$ cat src/rtl/sap_ram_arbiter.sv
// sap_ram_arbiter: shares one synchronous-read RAM between the CPU and the loader.
// Ports: CLK/ARST_L/STRB control; cpu_*/ldr_* req/ack requesters; ram_* RAM side; owner, busy status.
module sap_ram_arbiter #(
    parameter int ADDR_W        = 8,
    parameter int DATA_W        = 8,
    parameter int PRIORITY_MODE = 0,
    parameter int MAX_WAIT      = 4
) (
    input  logic              CLK,
    input  logic              ARST_L,
    input  logic              STRB,
    input  logic              cpu_req,
    input  logic              cpu_we,
    input  logic [ADDR_W-1:0] cpu_addr,
    input  logic [DATA_W-1:0] cpu_wdata,
    output logic              cpu_ack,
    output logic [DATA_W-1:0] cpu_rdata,
    input  logic              ldr_req,
    input  logic              ldr_we,
    input  logic [ADDR_W-1:0] ldr_addr,
    input  logic [DATA_W-1:0] ldr_wdata,
    output logic              ldr_ack,
    output logic [DATA_W-1:0] ldr_rdata,
    output logic              ram_en,
    output logic              ram_we,
    output logic [ADDR_W-1:0] ram_addr,
    output logic [DATA_W-1:0] ram_wdata,
    input  logic [DATA_W-1:0] ram_rdata,
    output logic              owner,
    output logic              busy
);

    localparam int SW = (MAX_WAIT < 2) ? 1 : $clog2(MAX_WAIT + 1);
    localparam logic [SW-1:0] MAXW = SW'(MAX_WAIT);

    typedef enum logic [1:0] {
        S_IDLE,
        S_ACCESS,
        S_WAIT,
        S_DONE
    } state_t;

    state_t            state_q;
    logic [SW-1:0]     starve_q;
    logic [SW-1:0]     starve_d;
    logic              last_grant_q;
    logic              acc_we_q;
    logic              cpu_ack_q;
    logic              ldr_ack_q;
    logic [DATA_W-1:0] cpu_rdata_q;
    logic [DATA_W-1:0] ldr_rdata_q;
    logic              ram_en_q;
    logic              ram_we_q;
    logic [ADDR_W-1:0] ram_addr_q;
    logic [DATA_W-1:0] ram_wdata_q;
    logic              owner_q;
    logic              busy_q;
    logic              grant_ldr;

    // Winner selection, only meaningful while idle with a request pending.
    always_comb begin
        grant_ldr = ldr_req;
        if (cpu_req && ldr_req) begin
            if (PRIORITY_MODE == 0) begin
                // Alternate: loader wins only if the CPU had the last grant.
                grant_ldr = !last_grant_q;
            end else begin
                grant_ldr = (MAX_WAIT > 0) && (starve_q == MAXW);
            end
        end
    end

    // Starvation count of CPU wins over a waiting loader, saturating.
    always_comb begin
        starve_d = starve_q;
        if (!ldr_req || grant_ldr) begin
            starve_d = '0;
        end else if (starve_q != MAXW) begin
            starve_d = starve_q + 1'b1;
        end
    end

    always_ff @(posedge CLK or negedge ARST_L) begin
        if (!ARST_L) begin
            state_q      <= S_IDLE;
            starve_q     <= '0;
            last_grant_q <= 1'b1;
            acc_we_q     <= 1'b0;
            cpu_ack_q    <= 1'b0;
            ldr_ack_q    <= 1'b0;
            cpu_rdata_q  <= '0;
            ldr_rdata_q  <= '0;
            ram_en_q     <= 1'b0;
            ram_we_q     <= 1'b0;
            ram_addr_q   <= '0;
            ram_wdata_q  <= '0;
            owner_q      <= 1'b0;
            busy_q       <= 1'b0;
        end else if (STRB) begin
            unique case (state_q)
                S_IDLE: begin
                    starve_q <= starve_d;
                    if (cpu_req || ldr_req) begin
                        state_q      <= S_ACCESS;
                        owner_q      <= grant_ldr;
                        last_grant_q <= grant_ldr;
                        busy_q       <= 1'b1;
                        ram_en_q     <= 1'b1;
                        if (grant_ldr) begin
                            acc_we_q    <= ldr_we;
                            ram_we_q    <= ldr_we;
                            ram_addr_q  <= ldr_addr;
                            ram_wdata_q <= ldr_wdata;
                        end else begin
                            acc_we_q    <= cpu_we;
                            ram_we_q    <= cpu_we;
                            ram_addr_q  <= cpu_addr;
                            ram_wdata_q <= cpu_wdata;
                        end
                    end
                end
                S_ACCESS: begin
                    ram_en_q <= 1'b0;
                    ram_we_q <= 1'b0;
                    state_q  <= S_WAIT;
                end
                S_WAIT: begin
                    // RAM data is valid now, one strobed edge after the enable.
                    if (owner_q) begin
                        ldr_ack_q <= 1'b1;
                        if (!acc_we_q) ldr_rdata_q <= ram_rdata;
                    end else begin
                        cpu_ack_q <= 1'b1;
                        if (!acc_we_q) cpu_rdata_q <= ram_rdata;
                    end
                    state_q <= S_DONE;
                end
                S_DONE: begin
                    cpu_ack_q <= 1'b0;
                    ldr_ack_q <= 1'b0;
                    busy_q    <= 1'b0;
                    state_q   <= S_IDLE;
                end
                default: state_q <= S_IDLE;
            endcase
        end
    end

    assign cpu_ack   = cpu_ack_q;
    assign ldr_ack   = ldr_ack_q;
    assign cpu_rdata = cpu_rdata_q;
    assign ldr_rdata = ldr_rdata_q;
    assign ram_en    = ram_en_q;
    assign ram_we    = ram_we_q;
    assign ram_addr  = ram_addr_q;
    assign ram_wdata = ram_wdata_q;
    assign owner     = owner_q;
    assign busy      = busy_q;

endmodule

$ cat config.mk
export PLATFORM = sky130hd
export DESIGN_NAME = sap_ram_arbiter
export DESIGN_NICKNAME = d
export VERILOG_FILES = /design/src/rtl/sap_ram_arbiter.sv
export SDC_FILE = /design/constraint.sdc
export NUM_CORES = 1
export LEC_CHECK = 0
export BUFFER_PORTS_ARGS = -buffer_cell sky130_fd_sc_hd__clkbuf_2
export CAP_MARGIN = 0
export CORE_MARGIN = 2
export CORE_UTILIZATION = 30
export CTS_BUF_LIST = sky130_fd_sc_hd__clkbuf_16
export DETAILED_ROUTE_END_ITERATION = 8
export PLACE_DENSITY_LB_ADDON = 0.05
export REMOVE_ABC_BUFFERS = 1
export SLEW_MARGIN = 15
export SYNTH_ARGS = -nofsm -noshare
export SYNTH_HDL_FRONTEND = slang
export SYNTH_SLANG_ARGS = --single-unit
$ cat constraint.sdc
create_clock -name CLK -period 4.1 [get_ports CLK]
set_clock_uncertainty 0.1 [all_clocks]
set_input_delay 0.615 -clock CLK [delete_from_list [all_inputs] [get_ports CLK]]
set_output_delay 0.615 -clock CLK [all_outputs]
set_load 0.05 [all_outputs]
Word level (Yosys, flattened, before mapping)
Cells that the tools add are included.

operators by class
  reduce and logical (&&, ||, !) cells = 15
  multiplexer cells = 15
  bitwise logic cells = 2
  equality and inequality tests = 6

operator list
  operator            count
  $mux 8              2
  $reduce_and 3->1    5
  $pmux 1 s2          5
  $pmux 2 s4          1
  $reduce_and 4->1    2
  $mux 1              6
  $ne 2x2->1 const B  3
  $reduce_bool 2->1   3
  $eq 2x2->1 const B  2
  $eq 2x1->1 const B  1
  $logic_not 2->1     1
  $mux 2              1
  $not 1->1           2
  $reduce_and 2->1    1
  $logic_and 1x1->1   1
  $logic_not 1->1     1
  $logic_or 1x1->1    1

storage, ports and cells
  output and inout port bits = 38
  register bits after elaboration = 42
  input bits = 47
  word-level logic and storage cells = 51

Depth between registers and ports, before layout
  depth after elaboration = 5
  mapped depth = 7
  mapped depth without buffers = 5

Worst setup path before layout
No wires, ideal clock.

  path kind = register -> register
  from = register owner_q (netlist: owner)
  to = register cpu_rdata_q[0] (netlist: cpu_rdata[0])
  buffers on the path = 1
  data required time = 3875 ps
  library setup time = 125 ps
  clock period less this slack = 1705 ps
  slack = 2395 ps
  cell stages (with the launch flop) = 4
  data arrival time = 1480 ps
  path through = dfrtp_1 buf_2 nor3_4 mux2_2

on the way
  longest elaborated chain between the ends = 2

RTL lines
  what                        RTL line  source
  start, declared             56        logic owner_q;
  start signal, assigned      105       owner_q <= grant_ldr;
  $not 1->1 (no line)         -
  $reduce_and 4->1 (no line)  -
  end signal, assigned        134       if (!acc_we_q) cpu_rdata_q <= ram_rdata;
  end, declared               50        logic [DATA_W-1:0] cpu_rdata_q;

Every way passes these cells.
A chain may end at the register's enable or synchronous reset.

Final worst setup path
  from = register state_q[0]
  to = register state_q[1]

on the way
  longest elaborated chain between the ends = 3
  elaborated cells on any way between the ends = 7
  those cells by class = 4 x eq/ne; 1 x mux; 2 x reduce/logical

RTL lines
  what                        RTL line  source
  start, declared             43        state_t state_q;
  start signal, assigned      85        state_q <= S_IDLE;
  start signal, assigned      104       state_q <= S_ACCESS;
  start signal, assigned      125       state_q <= S_WAIT;
  $logic_not 2->1             -
  $ne 2x2->1 (no line)        -
  $reduce_and 2->1 (no line)  -

Parallel ways exist; a longest one is shown, timed or not.

==> results.txt <==
run status: completed
Initial Util: 0.306
P&R area growth vs syn: 31.7%
Post-CTS Hold Buffers: 0
CP arrival: 1900 ps
initial antenna violation count: 0
vias in the first global route: 1351
final wirelength: 3940 µm
DRT antenna net count: 0
largest net degree at the start of global routing: 43
Mapped Area: 0.00191 mm²
share of post-route cells with drive strength above 1: 0.483
Slew Viols, Final: 0
max-capacitance violation count: 0
CTS max path bufs: 2
Hold WC Path Type: in2async
Post-CTS Setup Inserts: 0
Avg Synthesized Cell Area: 12.5 µm²
total track usage: 0.121
Resize count post-CTS: 0
Final Hold Vio Count: 0
area of the multi-input gates: 786 µm²
ANT cells: 0
slew margin rel.: 0.368
IO Pins: 85
DIE AREA: 0.00703 mm²
Initial DRC Count: 36
Core Region: 0.00624 mm²
Area after DPL: 0.00239 mm²
commonest non-fill, non-tap cell in the layout: clkbuf_2
Final #Nets: 292
Final TNS setup: 0 ps
global route overflow: 0
#FFs+latches synth: 42
Detail Placement HPWL: 2920 µm
DRC errors left: 0
Port-buffer cells: 84
Critical Path RT: 4160 ps
via count: 1360
CP Max Fanout: 5
worst skew pair latency: 270 ps
Syn Inst Count: 153
fmax: 543 MHz
clock slew at reported path FFs: 60 ps
Reg area: 0.00105 mm²
Critical Path Source Type: flip-flop
Die Ht: 83.8 µm
DR WL/cell: 12.5 µm
most frequent cells in the layout: clkbuf_2, dfrtp_1, o21ai_0
root buf cell: clkbuf_16
post-synthesis cell type count: 26
Pre-antenna DRT Iters: 2
Worst Path Class, Setup: reg2reg
Tcrit/Tclk final: 0.449
Slew @ Worst Pin: 948 ps
GPL Wtd Cong: 0.702
Die Span X: 83.8 µm
first-pass GRT wire length: 6740 µm
Yosys warning total: 0
Fill cells: 644
CTS Buf Count: 5
Final Setup Violations: 0
CP Capture Type: flip-flop
PD cells: 929 mW/mm²
Vias/cell: 4.32
clock sink count: 42
sequential share of the synthesized area: 0.550
final instance area: 0.00252 mm²
CTS tree: yes
P_leak: 1.32 nW
RSZ-0062 raised after global routing: no
Min Clock Period, post-route: 1840 ps
H-Tree Depth: 2
worst vdd ir: 0.438 mV
Placement Rows: 29
## layer usage
| layer | up-vias | global-route usage | wire length (µm) |
|---|---|---|---|
| met4 | 0 | 0.0440 | 73 |
| met3 | 9 | 0.0475 | 336 |
| met2 | 61 | 0.162 | 1530 |
| li1 | 702 | - | - |
| met5 | - | 0 | 0 |
| met1 | 588 | 0.175 | 2010 |
## final timing paths
kind / start / end / slack (ps) / depth (start not counted)
min in group CLK: ram_addr[0] / ram_addr[0] / 380 / 2
max in group asynchronous: ARST_L / ldr_rdata[2] / 2920 / 1
max: state_q[0] / state_q[1] / 2260 / 5
max reg2reg: state_q[0] / state_q[1] / 2260 / 5
min reg2reg: ram_addr[0] / ram_addr[0] / 380 / 2
min: ARST_L / ldr_rdata[3] / 380 / 1
## cells in the mapped netlist, drive strengths merged
master | count | area (µm²)
a21boi | 1 | 11.3
nand2b | 1 | 6.26
dfstp | 1 | 26.3
o211ai | 1 | 7.51
a21o | 1 | 7.51
ha | 6 | 75.1
nand4b | 1 | 15.0
inv | 5 | 18.8
clkbuf | 2 | 7.51
dfrtp | 41 | 1030
nand2 | 20 | 77.6
nor2 | 1 | 3.75
o31ai | 1 | 7.51
o21ai | 20 | 100
a2bb2oi | 1 | 8.76
or2b | 2 | 15.0
a21oi | 1 | 5.00
nor3b | 1 | 7.51
buf | 5 | 47.5
a22o | 2 | 17.5
mux2i | 19 | 190
mux2 | 19 | 214
nor3 | 1 | 16.3
## registers in the layout, summed over array words and instances, names as in the netlist
register / cells
acc_we_q: 1
owner: 1
ram_we: 1
cpu_rdata: 8
ram_wdata: 8
ldr_rdata: 8
ram_addr: 8
busy: 1
ldr_ack: 1
cpu_ack: 1
last_grant_q: 1
state_q: 2
ram_en: 1
## critical path: stages (launching register included)
cell,delay [ps]
dfrtp_1,400
inv_1,150
ha_1,230
nor3b_1,260
or2b_1,240
mux2_2,350
## through the flow
| step | util | setup WS (ps) | total power, W | std cells | hold WS, ps |
|---|---|---|---|---|---|
| floorplan | - | 1540 | 0.00170 | 146 | 219 |
| global placement | 0.383 | 2230 | 0.00200 | 309 | 360 |
| detailed placement | 0.383 | 2210 | 0.00201 | 309 | 373 |
| CTS | 0.403 | 2240 | 0.00238 | 315 | 386 |
| global route | 0.403 | 2110 | 0.00250 | 315 | 399 |
| finish | 0.403 | 2260 | 0.00234 | 315 | 378 |
## logic make-up after synthesis
kind of cell,share of synthesized area
buf+inv,0.0386
simple gates,0.0740
compound gates,0.0864
flops,0.550
fa+ha+maj,0.0393
mux,0.211
## final cells by class
cell class | instances | share of cell area
sequential | 42 | 0.418
multi-input combinational | 99 | 0.312
timing repair buffer | 86 | 0.173
clock buffer | 5 | 0.0497
tap | 77 | 0.0383
inverter | 5 | 0.00746
clock inverter | 1 | 0.00149
## where the power goes
group / switching [W] / leakage (nW) / internal, W
clock network: 0.000142 / 0.0632 / 0.000216
logic: 0.000901 / 0.745 / 0.000336
registers: 0.000124 / 0.514 / 0.000619
Power figures use the tool's default switching activity.
